--- src/rtl/conv_core_ctrl_pkg.sv ---
// Shared constants and FSM encoding for the convolution core sequencer.
// Sizes follow one core: 8 PE arrays of 3x3 PEs.
package conv_core_ctrl_pkg;

  localparam int PE_NUM_PRE_CORE = 3;
  localparam int PE_CORE_NUM     = 8;
  localparam int PE_ARRAY_NUM    = PE_CORE_NUM;
  localparam int WEIGHT_BEATS    = PE_NUM_PRE_CORE * PE_NUM_PRE_CORE;
  localparam int PIX_CNT_WIDTH   = 16;
  localparam int PIPE_LAT        = 7;

  typedef enum logic [2:0] {
    S_IDLE,
    S_LOAD_W,
    S_LOAD_B,
    S_COMPUTE,
    S_DRAIN,
    S_DONE
  } state_e;

endpackage

--- src/rtl/conv_valid_delay.sv ---
// Delay line that tracks feature beats through the core pipeline.
// Produces out_valid and a flag telling DRAIN no beat is left behind it.
module conv_valid_delay
  import conv_core_ctrl_pkg::*;
#(
  parameter int DEPTH = PIPE_LAT
) (
  input  logic clk_i,
  input  logic rst_ni,
  input  logic pulse_i,
  output logic valid_o,
  output logic empty_o
);

  logic [DEPTH-1:0] sr_q;
  logic [DEPTH-1:0] sr_d;

  assign sr_d = {sr_q[DEPTH-2:0], pulse_i};

  always_ff @(posedge clk_i or negedge rst_ni) begin
    if (!rst_ni) begin
      sr_q <= '0;
    end else begin
      sr_q <= sr_d;
    end
  end

  assign valid_o = sr_q[DEPTH-1];
  // Only the beat leaving this cycle may remain.
  assign empty_o = ~|sr_q[DEPTH-2:0];

endmodule

--- src/rtl/conv_core_ctrl.sv ---
// Sequencer for one convolution core: weight load, bias load,
// feature streaming and pipeline drain with completion pulse.
module conv_core_ctrl
  import conv_core_ctrl_pkg::*;
(
  input  logic                     DSP_clk,
  input  logic                     rst_n,
  input  logic                     start,
  input  logic [PIX_CNT_WIDTH-1:0] cfg_pixel_num,
  input  logic                     cfg_bias_or_adder,
  input  logic                     w_valid,
  output logic                     w_ready,
  input  logic                     bias_in_valid,
  output logic                     bias_ready,
  input  logic                     feat_valid,
  output logic                     feat_ready,
  output logic [PE_ARRAY_NUM-1:0]  weight_valid,
  output logic                     bias_valid,
  output logic                     bias_or_adder_feature,
  output logic                     pulse,
  output logic                     out_valid,
  output logic                     busy,
  output logic                     done
);

  localparam int AW = $clog2(PE_ARRAY_NUM);
  localparam int BW = $clog2(WEIGHT_BEATS);

  state_e state_q, state_d;
  logic [AW-1:0] arr_q, arr_d;
  logic [BW-1:0] beat_q, beat_d;
  logic [PIX_CNT_WIDTH-1:0] pix_q, pix_d;
  logic [PIX_CNT_WIDTH-1:0] cfg_pix_q, cfg_pix_d;
  logic bsel_q, bsel_d;
  logic dly_empty;

  always_ff @(posedge DSP_clk or negedge rst_n) begin
    if (!rst_n) begin
      state_q   <= S_IDLE;
      arr_q     <= '0;
      beat_q    <= '0;
      pix_q     <= '0;
      cfg_pix_q <= '0;
      bsel_q    <= 1'b0;
    end else begin
      state_q   <= state_d;
      arr_q     <= arr_d;
      beat_q    <= beat_d;
      pix_q     <= pix_d;
      cfg_pix_q <= cfg_pix_d;
      bsel_q    <= bsel_d;
    end
  end

  always_comb begin
    state_d      = state_q;
    arr_d        = arr_q;
    beat_d       = beat_q;
    pix_d        = pix_q;
    cfg_pix_d    = cfg_pix_q;
    bsel_d       = bsel_q;
    w_ready      = 1'b0;
    bias_ready   = 1'b0;
    feat_ready   = 1'b0;
    weight_valid = '0;
    bias_valid   = 1'b0;
    pulse        = 1'b0;
    unique case (state_q)
      S_IDLE: begin
        if (start) begin
          cfg_pix_d = cfg_pixel_num;
          bsel_d    = cfg_bias_or_adder;
          arr_d     = '0;
          beat_d    = '0;
          pix_d     = '0;
          state_d   = S_LOAD_W;
        end
      end
      S_LOAD_W: begin
        w_ready = 1'b1;
        if (w_valid) begin
          weight_valid = PE_ARRAY_NUM'(1) << arr_q;
          if (beat_q == BW'(WEIGHT_BEATS - 1)) begin
            beat_d = '0;
            arr_d  = arr_q + 1'b1;
            if (arr_q == AW'(PE_ARRAY_NUM - 1)) begin
              state_d = S_LOAD_B;
            end
          end else begin
            beat_d = beat_q + 1'b1;
          end
        end
      end
      S_LOAD_B: begin
        bias_ready = 1'b1;
        if (bias_in_valid) begin
          bias_valid = 1'b1;
          state_d = (cfg_pix_q == '0) ? S_DRAIN : S_COMPUTE;
        end
      end
      S_COMPUTE: begin
        feat_ready = 1'b1;
        if (feat_valid) begin
          pulse = 1'b1;
          pix_d = pix_q + 1'b1;
          // Compare against count-1 so the full-range count never wraps.
          if (pix_q == cfg_pix_q - 1'b1) begin
            state_d = S_DRAIN;
          end
        end
      end
      S_DRAIN: begin
        if (dly_empty) begin
          state_d = S_DONE;
        end
      end
      S_DONE: begin
        state_d = S_IDLE;
      end
      default: begin
        state_d = S_IDLE;
      end
    endcase
  end

  conv_valid_delay #(
    .DEPTH (PIPE_LAT)
  ) u_valid_delay (
    .clk_i   (DSP_clk),
    .rst_ni  (rst_n),
    .pulse_i (pulse),
    .valid_o (out_valid),
    .empty_o (dly_empty)
  );

  assign busy                  = (state_q != S_IDLE);
  assign done                  = (state_q == S_DONE);
  assign bias_or_adder_feature = bsel_q;

endmodule

--- config.mk ---
export PLATFORM = sky130hd
export DESIGN_NAME = conv_core_ctrl
export DESIGN_NICKNAME = d
export VERILOG_FILES = /design/src/rtl/conv_core_ctrl_pkg.sv /design/src/rtl/conv_valid_delay.sv /design/src/rtl/conv_core_ctrl.sv
export SDC_FILE = /design/constraint.sdc
export NUM_CORES = 1
export LEC_CHECK = 0
export ABC_AREA = 1
export CAP_MARGIN = 15
export CORE_MARGIN = 3
export CORE_UTILIZATION = 40
export DETAILED_ROUTE_END_ITERATION = 10
export PLACE_DENSITY = 0.59
export SLEW_MARGIN = 20
export SYNTH_ARGS = -nofsm -noshare
export SYNTH_HDL_FRONTEND = slang
export SYNTH_SLANG_ARGS = --single-unit
export TNS_END_PERCENT = 100
--- constraint.sdc ---
create_clock -name DSP_clk -period 2.85 [get_ports DSP_clk]
set_clock_uncertainty 0.1 [all_clocks]
set_input_delay 0.57 -clock DSP_clk [delete_from_list [all_inputs] [get_ports DSP_clk]]
set_output_delay 0.57 -clock DSP_clk [all_outputs]
set_load 0.02 [all_outputs]
==> qor.yml <==
outcome: "finished, final reports clean"
root_buffer: "clkbuf_8"
cts_resized: 0
io_buffers: 39
die_x_um: 92.7
initial_core_util_pct: 42.6
gp_congestion: 0.891
rows: 30
cts_tree: "yes"
htreeDepth: 2
nets: 484
vias: 2618
synth_ff_type: "dfrtp_1"
cts_hold_buf: 0
clock_latency_ns: 0.31
cts.clk_slew.worst_paths_ns: 0.10
grt_pass1_wl_um: 11500
placed_cells: 538
syn_inst: 404
grt_setup_unrepaired: "false"
fin_crit_ns: 2.74
crit_family: "buffers and inverters"
areaGrowthSynthToFinish_pct: 21.6
synthDistinctLibCells: 34
critical_path_class: "in -> out"
tns_ns: 0
synth_nets: 438
slowest_stage: "clkdlybuf4s50_1"
r2r-end: "state_q[0]"
io_pins: 40
yosysSeqAreaShare_pct: 41.6
detailedPlace.worstSlack_ns: 0.112
r2r_cells: 15
drv_slew: 0
synth_compound_area_share_pct: 7.28
antenna_found_initial: 0
min_period_over_period_pct: 96.2
synthesis.area_um2: 3010
crit_path_max_incr_delay_ns: 0.66
fin_ws_ns: 0.109
synth_edf_count: 0
num_antenna_cells: 0
setup-violations-final: 0
timing.hold.ws_ns: 0.154
postRouteAntennaNets: 0
path_buf_inv: 3
synth_adder_area_share_pct: 4.57
grt_max_degree: 27
r2r_slack_ns: 0.54
grt-ovfl-total: 0
cp.required_ns: 2.18
synth.area.top_cells: "dfrtp_1, nand2_1, inv_1"
cts_sinks: 50
netlist.area_leader.share_pct: 41.6
hpwl_um: 5090
final_hold_viol_count: 0
cts_buffers: 5
fin_area_um2: 3660
grtUsageTotal_pct: 16.4
place_area_um2: 3540
synth_xor_area_share_pct: 4.37
die_h_um: 92.7
drc: 0
ff_latch_area_um2: 1250
drv_cap: 0
grt_pass1_vias: 2487
peakVddDrop_mv: 0.324
hp-class: "in -> async"
synthSimpleGateAreaFrac_pct: 34.7
yosysTopAreaCell: "dfrtp_1"
synth.area.mux_share_pct: 0
instances_no_fill: 547
cp_cell_sequence: "clkdlybuf4s50_1 -> inv_1 -> nor4_1 -> clkdlybuf4s50_1"
ys_warn_count: 0
cp-end-kind: "output port"
cellLeakagePower_nw: 1.77
dr.pass1.iters: 6
cp_common_cell: "clkdlybuf4s50_1"
postSynthAreaPerCell_um2: 7.45
core_area_um2: 7060
cts.path.max_buffers: 2
post_drt_wl_per_cell_um: 12.0
r2r-start: "cfg_pix_q[0]"
multi_input_area_um2: 1530
fmax_ghz: 0.365
wirelength_um: 6550
drt_iter0_markers: 81
async_flop_share_pct: 100
synth_top_family_by_area: "simple AND/OR/NAND/NOR gates"
fillCellCount: 747
crit_arrival_ns: 2.07
critPathMaxFanout: 4
synth-seq-cells: 50
power_density_nw_per_um2: 855
slew_headroom_pct: 60.7
die_area_um2: 8600
start_kind: "input port"
worst_pin_slew_ns: 0.590
final_layout_size_suffix_gt1_share_pct: 8.43
avgViaCountPerCell: 4.79
## flip-flops by register name, summed over array words and instances (netlist names)
name                   count
beat_q                     4
u_valid_delay.sr_q         7
state_q                    3
pix_q                     16
arr_q                      3
bias_or_adder_feature      1
cfg_pix_q                 16
## metal layers
metal	GRT usage, %	up-vias	wire (µm)
li1	-	1375	-
met1	22.0	1212	3190
met2	27.8	27	3130
met3	2.76	4	176
met4	3.66	0	47
met5	0	-	0
## cells in the mapped netlist, types with 5 or more instances
cell and instances:
ha_1 11, o21ai_0 22, inv_1 49, xor2_1 8, dfrtp_1 50, nor3_1 9, nor2_2 5, nor2_1 43
inv_2 5, nand2_1 122, nand3_1 23, a21oi_1 10, xnor2_1 7
## how the worst max path moves through the flow
stage,start,end,slack [ns],depth (start not counted)
floorplan,state_q[2],weight_valid[0],0.45,4
global placement,w_valid,weight_valid[1],0.15,4
detailed placement,w_valid,weight_valid[5],0.11,4
CTS,w_valid,weight_valid[5],0.11,4
global route,state_q[1],bias_valid,0.02,5
finish,w_valid,weight_valid[5],0.11,4
## area by class of cell
type / count / area share, %
Clock buffer: 5 / 1.88
Clock inverter: 3 / 1.23
Inverter: 55 / 5.64
Multi-Input combinational cell: 294 / 41.9
Sequential cell: 50 / 34.2
Tap cell: 96 / 3.28
Timing Repair Buffer: 44 / 11.9
## report_power, final
group          switching (mW)  internal [mW]
sequential              0.187          0.889
clock                   0.250          0.261
combinational           0.955          0.585
total                    1.39           1.74
## kinds of logic (layout without fill, tap and decap cells)
logic type	count (synthesis)	count (layout)
xor+xnor	15	15
simple gates	228	228
fa+ha+maj	11	11
flops	50	50
compound gates	40	40
buf+inv	60	107
## worst register-to-register path: stages, from the launching register on
cell and delay [ns]:
dfrtp_1 0.40, inv_1 0.17, ha_1 0.22, nand2_1 0.13, nor2_1 0.26, nand2_1 0.09
nand2_1 0.06, nand2_1 0.04, nor2_1 0.13, nand2_1 0.07, nor2_1 0.14, nand2_1 0.09
nand2_1 0.12, nand2_1 0.08, nand2_1 0.08, nand2_1 0.05
## stage by stage
stage | util, % | power, mW
after floorplan | - | 2.18
after global placement | 50.1 | 2.59
after detailed placement | 50.1 | 2.62
after CTS | 51.8 | 3.16
after global routing | 51.8 | 3.44
final | 51.8 | 3.13
## cell usage in the layout (no fill, tap or decap), drive strengths merged, types with 2 or more instances in the layout
cell,count
clkdlybuf4s50,38
clkbuf,5
o21ai,22
or2,3
inv,54
nor4,4
nor3,12
o22ai,3
xnor2,7
nand3,24
nand3b,4
ha,11
dfrtp,50
a21oi,10
xor2,8
nand4,3
nand2,126
clkinvlp,2
buf,6
nor2,51
## repair_timing
| item | 4_1_cts | 5_1_grt |
|---|---|---|
| buffers inserted | 1 | 0 |
| hold endpoints to repair | 0 | 0 |
| endpoints found under the setup margin | 5 | 0 |
Note: power is estimated with default switching activity, not from simulation.
